<file path="config.mk">
export PLATFORM = sky130hd
export DESIGN_NAME = arbiter_req_conditioner
export DESIGN_NICKNAME = d
export VERILOG_FILES = /design/src/rtl/arbiter_req_conditioner.sv
export SDC_FILE = /design/constraint.sdc
export NUM_CORES = 1
export LEC_CHECK = 0
export ABC_AREA = 1
export BUFFER_PORTS_ARGS = -buffer_cell sky130_fd_sc_hd__buf_4
export CAP_MARGIN = 40
export CORE_MARGIN = 1.5
export CORE_UTILIZATION = 54
export DETAILED_ROUTE_END_ITERATION = 10
export PLACE_DENSITY = 0.8
export SLEW_MARGIN = 15
export SYNTH_ARGS = -nofsm -noshare
export SYNTH_HDL_FRONTEND = slang
export SYNTH_SLANG_ARGS = --single-unit
</file>
<file path="constraint.sdc">
create_clock -name clk -period 1.8 [get_ports clk]
set_clock_uncertainty 0.2 [all_clocks]
set_input_delay 0.54 -clock clk [delete_from_list [all_inputs] [get_ports clk]]
set_output_delay 0.54 -clock clk [all_outputs]
set_load 0.01 [all_outputs]
</file>
<file path="src/rtl/arbiter_req_conditioner.sv">
// Button front end for the two-player arbiter: synchronise, debounce, press pulse, tie strobe.
// Optional held-too-long detection is built when ARB_REQ_STUCK_DETECT_EN is defined.
module arbiter_req_conditioner #(
    parameter int CLOCK_FREQ     = 12000000,
    parameter int DEBOUNCE_COUNT = CLOCK_FREQ / 1000,
    parameter int STUCK_COUNT    = CLOCK_FREQ * 2
) (
    input  logic       clk,
    input  logic       rst_in_n,
    input  logic       btn1_in_n,
    input  logic       btn2_in_n,
    output logic       req1_out,
    output logic       req2_out,
    output logic       press1_out,
    output logic       press2_out,
    output logic       tie_out,
    output logic       stuck1_out,
    output logic       stuck2_out,
    output logic [3:0] dbg_state_out
);

    typedef enum logic [1:0] {
        ST_IDLE         = 2'd0,
        ST_PRESS_WAIT   = 2'd1,
        ST_PRESSED      = 2'd2,
        ST_RELEASE_WAIT = 2'd3
    } state_t;

    localparam int CW = $clog2(DEBOUNCE_COUNT);
    localparam logic [CW-1:0] CNT_LAST = CW'(DEBOUNCE_COUNT - 1);

    if (DEBOUNCE_COUNT < 2 || STUCK_COUNT <= DEBOUNCE_COUNT) begin : g_bad_cfg
        $error("arbiter_req_conditioner: DEBOUNCE_COUNT must be >= 2 and below STUCK_COUNT");
    end

    logic [1:0] w_btn;
    logic [1:0] w_press;
    logic [1:0] w_req;
    logic [1:0] w_stuck;
    logic [3:0] w_dbg;
    logic [1:0] r_press;
    logic       r_tie;

    assign w_btn = {~btn2_in_n, ~btn1_in_n};

    for (genvar gi = 0; gi < 2; gi++) begin : g_ch
        logic [1:0]    r_sync;
        state_t        r_state;
        state_t        w_nxt_state;
        logic [CW-1:0] r_cnt;
        logic [CW-1:0] w_nxt_cnt;
        logic          r_req;
        logic          w_press_cond;
        logic          w_s;

        assign w_s = r_sync[1];

        always_ff @(posedge clk) begin
            if (!rst_in_n) begin
                r_sync  <= 2'b00;
                r_state <= ST_IDLE;
                r_cnt   <= '0;
                r_req   <= 1'b0;
            end else begin
                r_sync  <= {r_sync[0], w_btn[gi]};
                r_state <= w_nxt_state;
                r_cnt   <= w_nxt_cnt;
                r_req   <= (w_nxt_state == ST_PRESSED) || (w_nxt_state == ST_RELEASE_WAIT);
            end
        end

        always_comb begin
            w_nxt_state  = r_state;
            w_nxt_cnt    = r_cnt;
            w_press_cond = 1'b0;
            case (r_state)
                ST_IDLE: begin
                    if (w_s) begin
                        w_nxt_state = ST_PRESS_WAIT;
                        w_nxt_cnt   = '0;
                    end
                end
                ST_PRESS_WAIT: begin
                    if (!w_s) begin
                        w_nxt_state = ST_IDLE;
                    end else if (r_cnt == CNT_LAST) begin
                        w_nxt_state  = ST_PRESSED;
                        w_press_cond = 1'b1;
                    end else begin
                        w_nxt_cnt = r_cnt + 1'b1;
                    end
                end
                ST_PRESSED: begin
                    if (!w_s) begin
                        w_nxt_state = ST_RELEASE_WAIT;
                        w_nxt_cnt   = '0;
                    end
                end
                ST_RELEASE_WAIT: begin
                    // A bounce back to pressed keeps req high and does not re-pulse.
                    if (w_s) begin
                        w_nxt_state = ST_PRESSED;
                    end else if (r_cnt == CNT_LAST) begin
                        w_nxt_state = ST_IDLE;
                    end else begin
                        w_nxt_cnt = r_cnt + 1'b1;
                    end
                end
                default: begin
                    w_nxt_state = ST_IDLE;
                end
            endcase
        end

        assign w_press[gi]        = w_press_cond;
        assign w_req[gi]          = r_req;
        assign w_dbg[2*gi +: 2]   = r_state;

`ifdef ARB_REQ_STUCK_DETECT_EN
        localparam int SW = $clog2(STUCK_COUNT + 1);
        localparam logic [SW-1:0] STUCK_MAX = SW'(STUCK_COUNT);

        logic [SW-1:0] r_stuck_cnt;
        logic          r_stuck;
        logic          w_held;

        assign w_held = (r_state == ST_PRESSED) || (r_state == ST_RELEASE_WAIT);

        // Counter restarts only on a fresh acceptance, so release bounces keep the age.
        always_ff @(posedge clk) begin
            if (!rst_in_n) begin
                r_stuck_cnt <= '0;
                r_stuck     <= 1'b0;
            end else begin
                if (w_press_cond) begin
                    r_stuck_cnt <= '0;
                end else if (w_held && r_stuck_cnt != STUCK_MAX) begin
                    r_stuck_cnt <= r_stuck_cnt + 1'b1;
                end
                if (w_nxt_state == ST_IDLE) begin
                    r_stuck <= 1'b0;
                end else if (w_held && r_stuck_cnt == STUCK_MAX) begin
                    r_stuck <= 1'b1;
                end
            end
        end

        assign w_stuck[gi] = r_stuck;
`else
        assign w_stuck[gi] = 1'b0;
`endif
    end

    always_ff @(posedge clk) begin
        if (!rst_in_n) begin
            r_press <= 2'b00;
            r_tie   <= 1'b0;
        end else begin
            r_press <= w_press;
            r_tie   <= w_press[0] & w_press[1];
        end
    end

    assign req1_out      = w_req[0];
    assign req2_out      = w_req[1];
    assign press1_out    = r_press[0];
    assign press2_out    = r_press[1];
    assign tie_out       = r_tie;
    assign stuck1_out    = w_stuck[0];
    assign stuck2_out    = w_stuck[1];
    assign dbg_state_out = w_dbg;

endmodule

</file>
After elaboration in Yosys (flattened, before gate mapping)
Cells that the tools add are included.

storage, ports and cells
  output and inout bits = 11
  flip-flop bits (word level) = 41

cells by class
  multiplexer cells = 32
  reductions and logical operators = 6
  equality and inequality tests = 20
  bitwise operators = 3
  $add $sub $neg = 2

operators by type and width
  kind                   count
  $mux 14                10
  $pmux 14 s4            2
  $add 14x1->14 const B  2
  $eq 14x14->1 const B   2
  $mux 2                 12
  $eq 2x2->1 const B     8
  $ne 2x2->1 const B     8
  $pmux 2 s4             2
  $reduce_and 4->1       2
  $mux 1                 6
  $eq 2x1->1 const B     2
  $logic_not 2->1        2
  $logic_or 1x1->1       2
  $not 1->1              2
  $and 1x1->1            1

Longest topological paths before layout
Gate-level depths: netlist (run 1).

  depth after elaboration = 6
  gate-level depth with buffers = 12

Least setup slack after synthesis (run 1)
OpenSTA, ideal clock, no wires.

  path kind = register to register
  from = reg g_ch[0].r_cnt[0]
  to = reg g_ch[0].r_cnt[9]
  library setup time = 109 ps
  period minus slack after synthesis = 1710 ps
  buffers on the path = 1
  path slack = 90 ps
  arrival time = 1401 ps
  stages on the path, launching flop included = 12
  cells stage by stage = dfxtp_1 ha_1 nand3_2 nor2_2 nand3_4 nand2_4 inv_2 buf_6 nand2_1 nand2_1 inv_2 nor2_2

on the way
  cells in the longest elaborated chain, start to end = 4

RTL lines
  what                                           line     text
  start: declaration                             50       logic [CW-1:0] r_cnt;
  start signal: assignment                       67       r_cnt <= w_nxt_cnt;
  $add 14x1->14 or $eq 14x14->1 (tied branches)  n/a
  $mux 14 (*)                                    86, 103
  $mux 14, on equally long branches              101, 84
  $pmux 14 s4 (*)                                76       case (r_state)

Every way passes the cells marked *; elsewhere a longest branch is shown, timed or not. The select of a mux whose other input is x is not followed.
A chain may end at the register's enable or synchronous reset.

Final worst setup path (run 1)
  from = reg g_ch[1].r_cnt[0]
  to = reg g_ch[1].r_cnt[13]

on the way
  cells in the longest elaborated chain, start to end = 4

RTL lines
  what                                           line
  start: declaration                             50
  start signal: assignment                       67
  $add 14x1->14 or $eq 14x14->1 (tied branches)  n/a
  $mux 14 (*)                                    86, 103
  $mux 14, on equally long branches              101, 84
  $pmux 14 s4 (*)                                76

Marks and branches as above.

==> metrics.md, run 1 <==
| Metric | Value |
|---|---|
| Reg2Reg Launch Point | g_ch[1].r_cnt[0] |
| Fin Setup TNS | 0 ns |
| Max Freq | 0.581 GHz |
| CTS tree | done |
| Largest family of logic cells by synthesized area | simple AND/OR/NAND/NOR gates |
| Via count | 2093 |
| EDFF count, synth | 0 |
| Layout net count | 361 |
| Final setup viols | 0 |
| DRT Pass-1 Iters | 5 |
| YS warnings | 0 |
| Leakage | 0.994 nW |
| Seq/Total Area, Yosys | 36.2% |
| Diodes inserted | 0 |
| Antenna violation net count after detailed routing | 0 |
| Most used DFF post-synth | dfxtp_1 |
| RePlAce Congestion | 0.922 |
| Initial drt markers | 188 |
| Yosys top cell by area | dfxtp_1 |
| Max cap viols | 0 |
| Area grow syn2layout | 18.7% |
| Layout cells sized above 1 | 24.7% |
| Crit path max fanout | 5 |
| CTS Buffer Depth | 2 |
| Peak supply drop | 0.558 mV |
| Via/cell ratio | 5.16 |
| WL/cell | 12.6 um |
| Number of port buffers | 12 |
| Crit Path Class | flop to flop |
| Initial Utilization | 55.8% |
| First-pass GRT wire length | 8.57 mm |
| CTS Buf Count | 5 |
| Area contributors post-synth | dfxtp_1, nand2_1, nor2_1 |
| Mux contribution to synthesized area | 0% |
| Die Height | 67.0 um |
| Worst EP required | 1.79 ns |
| Routed wire length | 5.11 mm |
| Die area | 4490 um2 |
| H-tree Lvls | 2 |
| Post-synth cell types | 30 |
| Site row count | 23 |
| GRT met2 Usage | 44.3% |
| Vias in the first global route | 1979 |
| Met1 capacity usage during global routing | 30.2% |
| Hold Path Class | input port to flop |
| Crit. Startpoint | g_ch[1].r_cnt[0] |
| Mapped Area | 2210 um2 |
| Final hold slack | 0.186 ns |
| Clk Latency, worst-skew pair | 0.30 ns |
| CTS root buf | clkbuf_8 |
| Status | finished, final reports clean |
| Power per cell area | 658 nW/um2 |
| GRT Util Overall | 25.2% |
| Grt peak-use layer | met2 |
| Num ports | 15 |
| Post-synthesis simple-gate area fraction | 43.4% |
| Most frequent cells after synthesis | nand2_1, nor2_1, dfxtp_1 |
| Fin crit period | 1.72 ns |
| Clock Sinks | 40 |
| Adder-Cell Fraction of Synth Area | 1.13% |
| DP Cell Count | 391 |
| DP HPWL | 3.49 mm |
| CP Launch Type | flop |
| Post-synthesis cell count | 324 |
| CORE AREA | 3970 um2 |
| Hold Startpoint | btn2_in_n |
| Register clock-pin slew on the reported worst setup and hold paths | 0.08 ns |
| Worst Setup End Kind | flop |
| Synth top area share | 36.2% |
| RSZ-0062 raised after global routing | yes |
| CTS Hold Bufs | 0 |
| Worst EP arrival | 1.72 ns |
| Largest net degree at the start of global routing | 20 |
| Post-synthesis compound-gate area fraction | 4.97% |
| Fin. max-slew vios | 0 |
| Final Hold Fails | 0 |
| Tot Pwr | 1.73 mW |
| Count leader, synth | nand2_1 |
| Met3 usage | 5.41% |
| Post-synthesis register bit count | 40 |
| Initial antenna violation count | 0 |
| Post-layout util | 66.2% |
| DR DRC count | 0 |
| Xor and xnor area share after synthesis | 3.45% |
| Final cell count without fillers | 406 |
| Final period util | 95.7% |
| Async SR Flop Fraction | 0% |
| Gr ovfl total | 0 |
| Avg Cell Area, Syn | 6.84 um2 |
| Die Wd | 67.0 um |
## timing repair
action                                 CTS  global route
resized for setup                        0            17
endpoints found under the hold margin    0             0
setup endpoints to repair                0            23
setup buffers                            0             6
## area by class of cell
cell class | instances | area (um2)
Multi-Input combinational cell | 234 | 1240
Timing Repair Buffer | 31 | 245
Fill cell | 336 | 1340
Inverter | 43 | 164
Clock buffer | 5 | 68.8
Sequential cell | 40 | 808
Tap cell | 50 | 62.6
Clock inverter | 3 | 42.5
## where the power goes
part	internal, mW	leakage (nW)	switching [mW]
Sequential	0.893	0.326	0.00772
Combinational	0.0297	0.614	0.0571
Clock	0.410	0.0541	0.333
Total	1.33	0.994	0.398
## through the flow
stage | setup WS, ns | instance area (um2)
after floorplan | 0.0900 | 2220
after global placement | 0.119 | 2390
after detailed placement | 0.0492 | 2390
after CTS | 0.0121 | 2500
after global routing | -0.0441 | 2630
final | 0.0783 | 2630
## layout by cell type (no fill, tap or decap), drive strengths merged
cell type and count:
nand2 86, nor2 70, inv 43, dfxtp 40, buf 31, nand3 26, nand4 11, a21oi 11
nor3 11, clkbuf 5, o21ai 5, xor2 5, a211oi 3, xnor2 2, ha 2, conb 2
clkinvlp 1, clkinv 1, bufinv 1
## critical path, stage by stage (launching register included)
cell     delay (ns)
dfxtp_2        0.36
ha_2           0.20
nand2_2        0.08
nor2_4         0.11
inv_2          0.05
nor2_4         0.11
nand2_4        0.11
buf_12         0.16
nand4_1        0.08
nand2_1        0.06
nand2_1        0.05
nor2_1         0.04
## final timing paths
| kind | cells past startpoint | to | slack [ns] |
|---|---|---|---|
| hold reg to reg | 2 | g_ch[0].r_sync[1] | 0.22 |
| setup reg to reg | 11 | g_ch[1].r_cnt[13] | 0.08 |
| hold / removal | 2 | g_ch[1].r_sync[0] | 0.19 |
| setup / recovery | 11 | g_ch[1].r_cnt[13] | 0.08 |
## state kept, by name, summed over array words and instances, names as in the netlist
register,count
r_press,2
g_ch.r_sync,4
g_ch.r_state,4
g_ch.r_cnt,28
tie_out,1
req1_out,1
## layer usage
metal / vias up / share of wire [%]
met5: - / 0
met4: 0 / 2.1
met3: 11 / 4.0
met2: 45 / 51
met1: 967 / 43
li1: 1070 / -
## cells by family after synthesis
group                      Yosys count
other                                1
DFF                                 40
adders and majority gates            2
buffers and inverters               52
xor gates and xnor gates             7
AOI/OAI and AO/OA                   19
and+or+nand+nor                    203
Note: power is estimated with default switching activity, not from simulation.
==> run 2: changes to the inputs <==
==> constraint.sdc (replaced) <==
create_clock -name clk -period 1.8 [get_ports clk]
set_clock_uncertainty 0.2 [all_clocks]
set_input_delay 0.18 -clock clk [delete_from_list [all_inputs] [get_ports clk]]
set_output_delay 0.18 -clock clk [all_outputs]
set_load 0.01 [all_outputs]
==> run 2 against run 1 <==
Effect of this change:
- via count is 0.53% higher
- cell count is 0.74% lower
- clock power is 36% higher
- critical path depth stayed put
- routed wire length is 4.3% lower
- hold slack better by 0.033 ns
- critical endpoint is now g_ch[1].r_cnt[9]
==> metrics.md, run 2 (synthesized netlist as in run 1, its figures left out) <==
| Metric | Value |
|---|---|
| Endpoint, Worst Hold | g_ch[1].r_sync[1] |
| CP Buf/Inv Count | 2 |
| Peak supply drop | 0.535 mV |
| Fill cell count | 328 |
| Register area | 807 um2 |
| Worst EP arrival | 1.74 ns |
| CP Launch Type | flop |
| GRT Util Overall | 23.2% |
| Initial drt markers | 234 |
| Layout net count | 358 |
| WL/cell | 12.1 um |
| CP max-delay cell | dfxtp_2 |
| Die Height | 67.0 um |
| R2R Setup Slk | 0.1 ns |
| Final hold slack | 0.218 ns |
| Via/cell ratio | 5.22 |
| Leakage | 1.00 nW |
| Fin crit period | 1.70 ns |
| Final Worst Setup Slack | 0.0967 ns |
| Final period util | 94.6% |
| Diodes inserted | 0 |
| Vias in the first global route | 1886 |
| Worst reg-to-reg path cell count | 11 |
| Die area | 4490 um2 |
| Hold path cells | 2 |
| Final Hold Fails | 0 |
| Hold Path Class | flop to flop |
| Worst slack, placed | 0.0299 ns |
| DR DRC count | 0 |
| Hold Startpoint | g_ch[1].r_sync[0] |
| DRT Pass-1 Iters | 4 |
| Clk Latency, worst-skew pair | 0.29 ns |
| CTS Buf Count | 5 |
| Routed wire length | 4.89 mm |
| Max Freq | 0.587 GHz |
| Num ports | 15 |
| Antenna violation net count after detailed routing | 0 |
| H-tree Lvls | 2 |
| Via count | 2104 |
| Commonest non-fill, non-tap cells in the layout | nand2_1, nor2_1, inv_1 |
| Initial Utilization | 55.8% |
| RePlAce Congestion | 0.888 |
| Top flop regs | g_ch.r_cnt: 28 flops, g_ch.r_state: 4 flops, g_ch.r_sync: 4 flops |
| Initial antenna violation count | 0 |
| Crit Path Class | flop to flop |
| CORE AREA | 3970 um2 |
| Multi-input gate area | 1210 um2 |
| Power per cell area | 759 nW/um2 |
| First-pass GRT wire length | 7.97 mm |
| Final cell count without fillers | 403 |
| CTS Buffer Depth | 2 |
| Biggest register | g_ch.r_cnt |
| DP Cell Count | 392 |
| Die Wd | 67.0 um |
| Final setup viols | 0 |
| CP cell instances | ha_1 > nand2_1 > nor2_4 > inv_2 > nor2_4 > nand2_4 > nand3_1 > nand2_2 > inv_2 > nand2_1 > nor2_2 |
| Clock Sinks | 40 |
| Worst flop-to-flop path endpoint | g_ch[1].r_cnt[9] |
| Status | finished, final reports clean |
| Commonest non-fill, non-tap cell in the layout | nand2_1 |
| CTS root buf | clkbuf_8 |
| Tot Pwr | 2.00 mW |
| CTS tree | done |
| Max cap viols | 0 |
| DP HPWL | 3.51 mm |
| Worst Setup End Kind | flop |
| Worst EP required | 1.83 ns |
| Register clock-pin slew on the reported worst setup and hold paths | 0.08 ns |
| Site row count | 23 |
| Max reg flops | 28 |
| Area grow syn2layout | 18.8% |
| Layout cells sized above 1 | 22.4% |
| Gr ovfl total | 0 |
| Worst path top cell family by delay | simple AND/OR/NAND/NOR gates |
| Number of port buffers | 12 |
| Crit path max fanout | 5 |
| Fin. max-slew vios | 0 |
| Fin Setup TNS | 0 ns |
| Critical path's largest stage delay | 0.35 ns |
| Largest net degree at the start of global routing | 20 |
| Reg2Reg Launch Point | g_ch[1].r_cnt[0] |
[run 2: cell types whose count changed in the layout (fill, tap and decap cells not counted), moves of 2 or more]
cell / delta
buf_4: -4
bufinv_16: +2
dlygate4sd3_1: +3
nand2_4: -2
nor2_2: +2
[run 2: worst max-delay path by stage]
stage | startpoint | cells past startpoint | to
after floorplan | g_ch[0].r_cnt[0] | 11 | g_ch[0].r_cnt[9]
after global placement | g_ch[1].r_cnt[0] | 12 | g_ch[1].r_cnt[9]
after detailed placement | g_ch[1].r_cnt[0] | 12 | g_ch[1].r_cnt[9]
after CTS | g_ch[1].r_cnt[0] | 12 | g_ch[1].r_cnt[9]
after global routing | g_ch[1].r_cnt[0] | 11 | g_ch[1].r_cnt[13]
final | g_ch[1].r_cnt[0] | 11 | g_ch[1].r_cnt[9]
[run 2: worst reg2reg max path, delay by kind of cell, from the launching register on]
kind                     cells  cell delay (ns)
flip-flops                   1             0.35
AND/OR/NAND/NOR              8             0.79
buffers and inverters        2             0.16
adder cells (fa/ha/maj)      1             0.16
[run 2: final cells by class]
cell class	instances	area share, %
sequential	40	30.7
multi-input combinational	233	46.0
timing repair buffer	29	8.56
clock buffer	5	2.62
tap	50	2.38
inverter	43	6.32
clock inverter	3	3.42
[run 2: through the flow]
| step | utilization (%) | instance area [um2] |
|---|---|---|
| floorplan | - | 2220 |
| global placement | 60.5 | 2400 |
| detailed placement | 60.5 | 2400 |
| CTS | 65.2 | 2590 |
| global route | 66.3 | 2630 |
| finish | 66.3 | 2630 |
[run 2: metal layers]
metal	up-vias	routed length [um]	part of all wire (%)	global-route usage [%]
li1	1064	-	-	-
met1	938	2090	43	28.9
met3	10	334	6.8	4.05
met2	92	2370	48	39.7
met5	-	0	0	0
met4	0	93	1.9	8.67
[run 2: timing repair]
action	CTS	global route
endpoints found under the setup margin	0	22
hold buffers	3	0
endpoints found under the hold margin	5	0
buffers inserted	0	0
resized for setup	0	14
[run 2: report_power, final]
group          internal (mW)  total, mW  switching [mW]
Combinational         0.0298     0.0860          0.0562
Clock                  0.693       1.01           0.318
Sequential             0.893      0.900         0.00711
Total                   1.62       2.00           0.381
==> run 3: changes to the inputs <==
--- a/config.mk
+++ b/config.mk
@@ -10,6 +10,7 @@
 export CAP_MARGIN = 40
 export CORE_MARGIN = 1.5
 export CORE_UTILIZATION = 54
+export CTS_BUF_LIST = sky130_fd_sc_hd__clkbuf_16
 export DETAILED_ROUTE_END_ITERATION = 10
 export PLACE_DENSITY = 0.8
 export SLEW_MARGIN = 15
==> run 3 against run 2 <==
Effect of this change:
- maximum frequency down 1.8%
- largest power group unchanged
- cell count is the same
- hold slack got worse by 0.0045 ns
- critical path depth is the same
- critical endpoint unchanged
==> metrics.md, run 3 (synthesized netlist as in run 1, its figures left out) <==
| Metric | Value |
|---|---|
| Worst EP required | 1.82 ns |
| CTS Buffer Depth | 2 |
| Die Wd | 67.0 um |
| Die Height | 67.0 um |
| Layout net count | 358 |
| Initial Utilization | 55.8% |
| Routed wire length | 5.03 mm |
| Worst reg-to-reg path cell count | 11 |
| First-pass GRT wire length | 8.19 mm |
| Worst EP arrival | 1.76 ns |
| CTS Buf Count | 5 |
| Power per cell area | 852 nW/um2 |
| Clock Sinks | 40 |
| Top flop regs | g_ch.r_cnt: 28 flops, g_ch.r_state: 4 flops, g_ch.r_sync: 4 flops |
| Fill cell count | 324 |
| Fin Setup TNS | 0 ns |
| Crit Path Class | flop to flop |
| R2R Setup Slk | 0.07 ns |
| Post-layout util | 67.6% |
| DP HPWL | 3.51 mm |
| Via/cell ratio | 5.12 |
| Final Hold Fails | 0 |
| Initial drt markers | 177 |
| Final hold slack | 0.214 ns |
| Worst flop-to-flop path endpoint | g_ch[1].r_cnt[9] |
| Max Freq | 0.577 GHz |
| DRT Pass-1 Iters | 4 |
| Fin. max-slew vios | 0 |
| Area grow syn2layout | 21.2% |
| Num ports | 15 |
| CP Launch Type | flop |
| Crit path max fanout | 5 |
| WL/cell | 12.5 um |
| Endpoint, Worst Hold | g_ch[1].r_sync[1] |
| GRT Util Overall | 24.1% |
| Cell area after placement | 2400 um2 |
| Diodes inserted | 0 |
| H-tree Lvls | 2 |
| Final setup viols | 0 |
| Gr ovfl total | 0 |
| Clk Latency, worst-skew pair | 0.28 ns |
| Die area | 4490 um2 |
| Commonest non-fill, non-tap cells in the layout | nand2_1, nor2_1, inv_1 |
| Register area | 806 um2 |
| Final period util | 96.4% |
| Tot Pwr | 2.29 mW |
| Hold Startpoint | g_ch[1].r_sync[0] |
| Max cap viols | 0 |
| Register clock-pin slew on the reported worst setup and hold paths | 0.06 ns |
| Hold path cells | 2 |
| Fin area | 2680 um2 |
| Vias in the first global route | 1882 |
| CTS root buf | clkbuf_16 |
| Reg2Reg Launch Point | g_ch[1].r_cnt[1] |
| Via count | 2063 |
| Number of port buffers | 12 |
| Largest net degree at the start of global routing | 20 |
| Layout cells sized above 1 | 22.1% |
| Post-CTS Setup Inserts | 0 |
| Peak supply drop | 0.578 mV |
| CORE AREA | 3970 um2 |
| Max reg flops | 28 |
| Initial antenna violation count | 0 |
| CTS tree | done |
| RePlAce Congestion | 0.888 |
| Hold Path Class | flop to flop |
| Leakage | 1.02 nW |
| Multi-input gate area | 1210 um2 |
| Commonest non-fill, non-tap cell in the layout | nand2_1 |
| DR DRC count | 0 |
| Fin crit period | 1.73 ns |
| Antenna violation net count after detailed routing | 0 |
| Worst Setup End Kind | flop |
| Biggest register | g_ch.r_cnt |
| Status | finished, final reports clean |
| Site row count | 23 |
## run 3: repair_timing
action,CTS,global route
endpoints found under the hold margin,4,0
setup endpoints to repair,0,22
hold buffers,3,0
gates resized for setup,0,14
## run 3: layout make-up
class / instances / area share, %
Inverter: 43 / 6.20
Tap cell: 50 / 2.33
Sequential cell: 40 / 30.0
Multi-Input combinational cell: 233 / 45.0
Timing Repair Buffer: 29 / 8.39
Clock inverter: 3 / 3.36
Clock buffer: 5 / 4.66
## run 3: report_power, final
part	total (mW)	internal, mW	switching [mW]
logic	0.0870	0.0303	0.0567
registers	0.902	0.895	0.00745
clock network	1.30	0.935	0.363
total	2.29	1.86	0.427
## run 3: through the flow
stage                     setup WS (ns)  instances
after detailed placement         0.0299        392
after CTS                        0.0174        403
after global routing            -0.0134        403
after global placement           0.0687        392
final                            0.0655        403
after floorplan                  0.0900        325
## run 3: per-layer routing
metal / vias up / GRT usage, % / routed length (um)
met3: 11 / 6.08 / 283
met1: 911 / 28.8 / 2220
li1: 1074 / - / -
met4: 0 / 9.44 / 80
met5: - / 0 / 0
met2: 67 / 41.1 / 2450
## run 3: worst max path at each step
stage / slack [ns] / to / startpoint
5_1_grt: -0.01 / g_ch[1].r_cnt[13] / g_ch[1].r_cnt[1]
3_5_place_dp: 0.03 / g_ch[1].r_cnt[9] / g_ch[1].r_cnt[0]
2_1_floorplan: 0.09 / g_ch[0].r_cnt[9] / g_ch[0].r_cnt[0]
4_1_cts: 0.02 / g_ch[1].r_cnt[9] / g_ch[1].r_cnt[0]
6_report: 0.07 / g_ch[1].r_cnt[9] / g_ch[1].r_cnt[1]
3_3_place_gp: 0.07 / g_ch[1].r_cnt[9] / g_ch[1].r_cnt[0]
## run 3: worst max-delay path, cell delays in order, from the launching register on
cell	delay, ns
dfxtp_2	0.35
ha_2	0.19
nand2_1	0.08
nor2_4	0.13
inv_2	0.05
nor2_4	0.11
nand2_4	0.10
nand3_1	0.11
nand2_2	0.11
inv_2	0.10
nand2_1	0.06
nor2_2	0.07
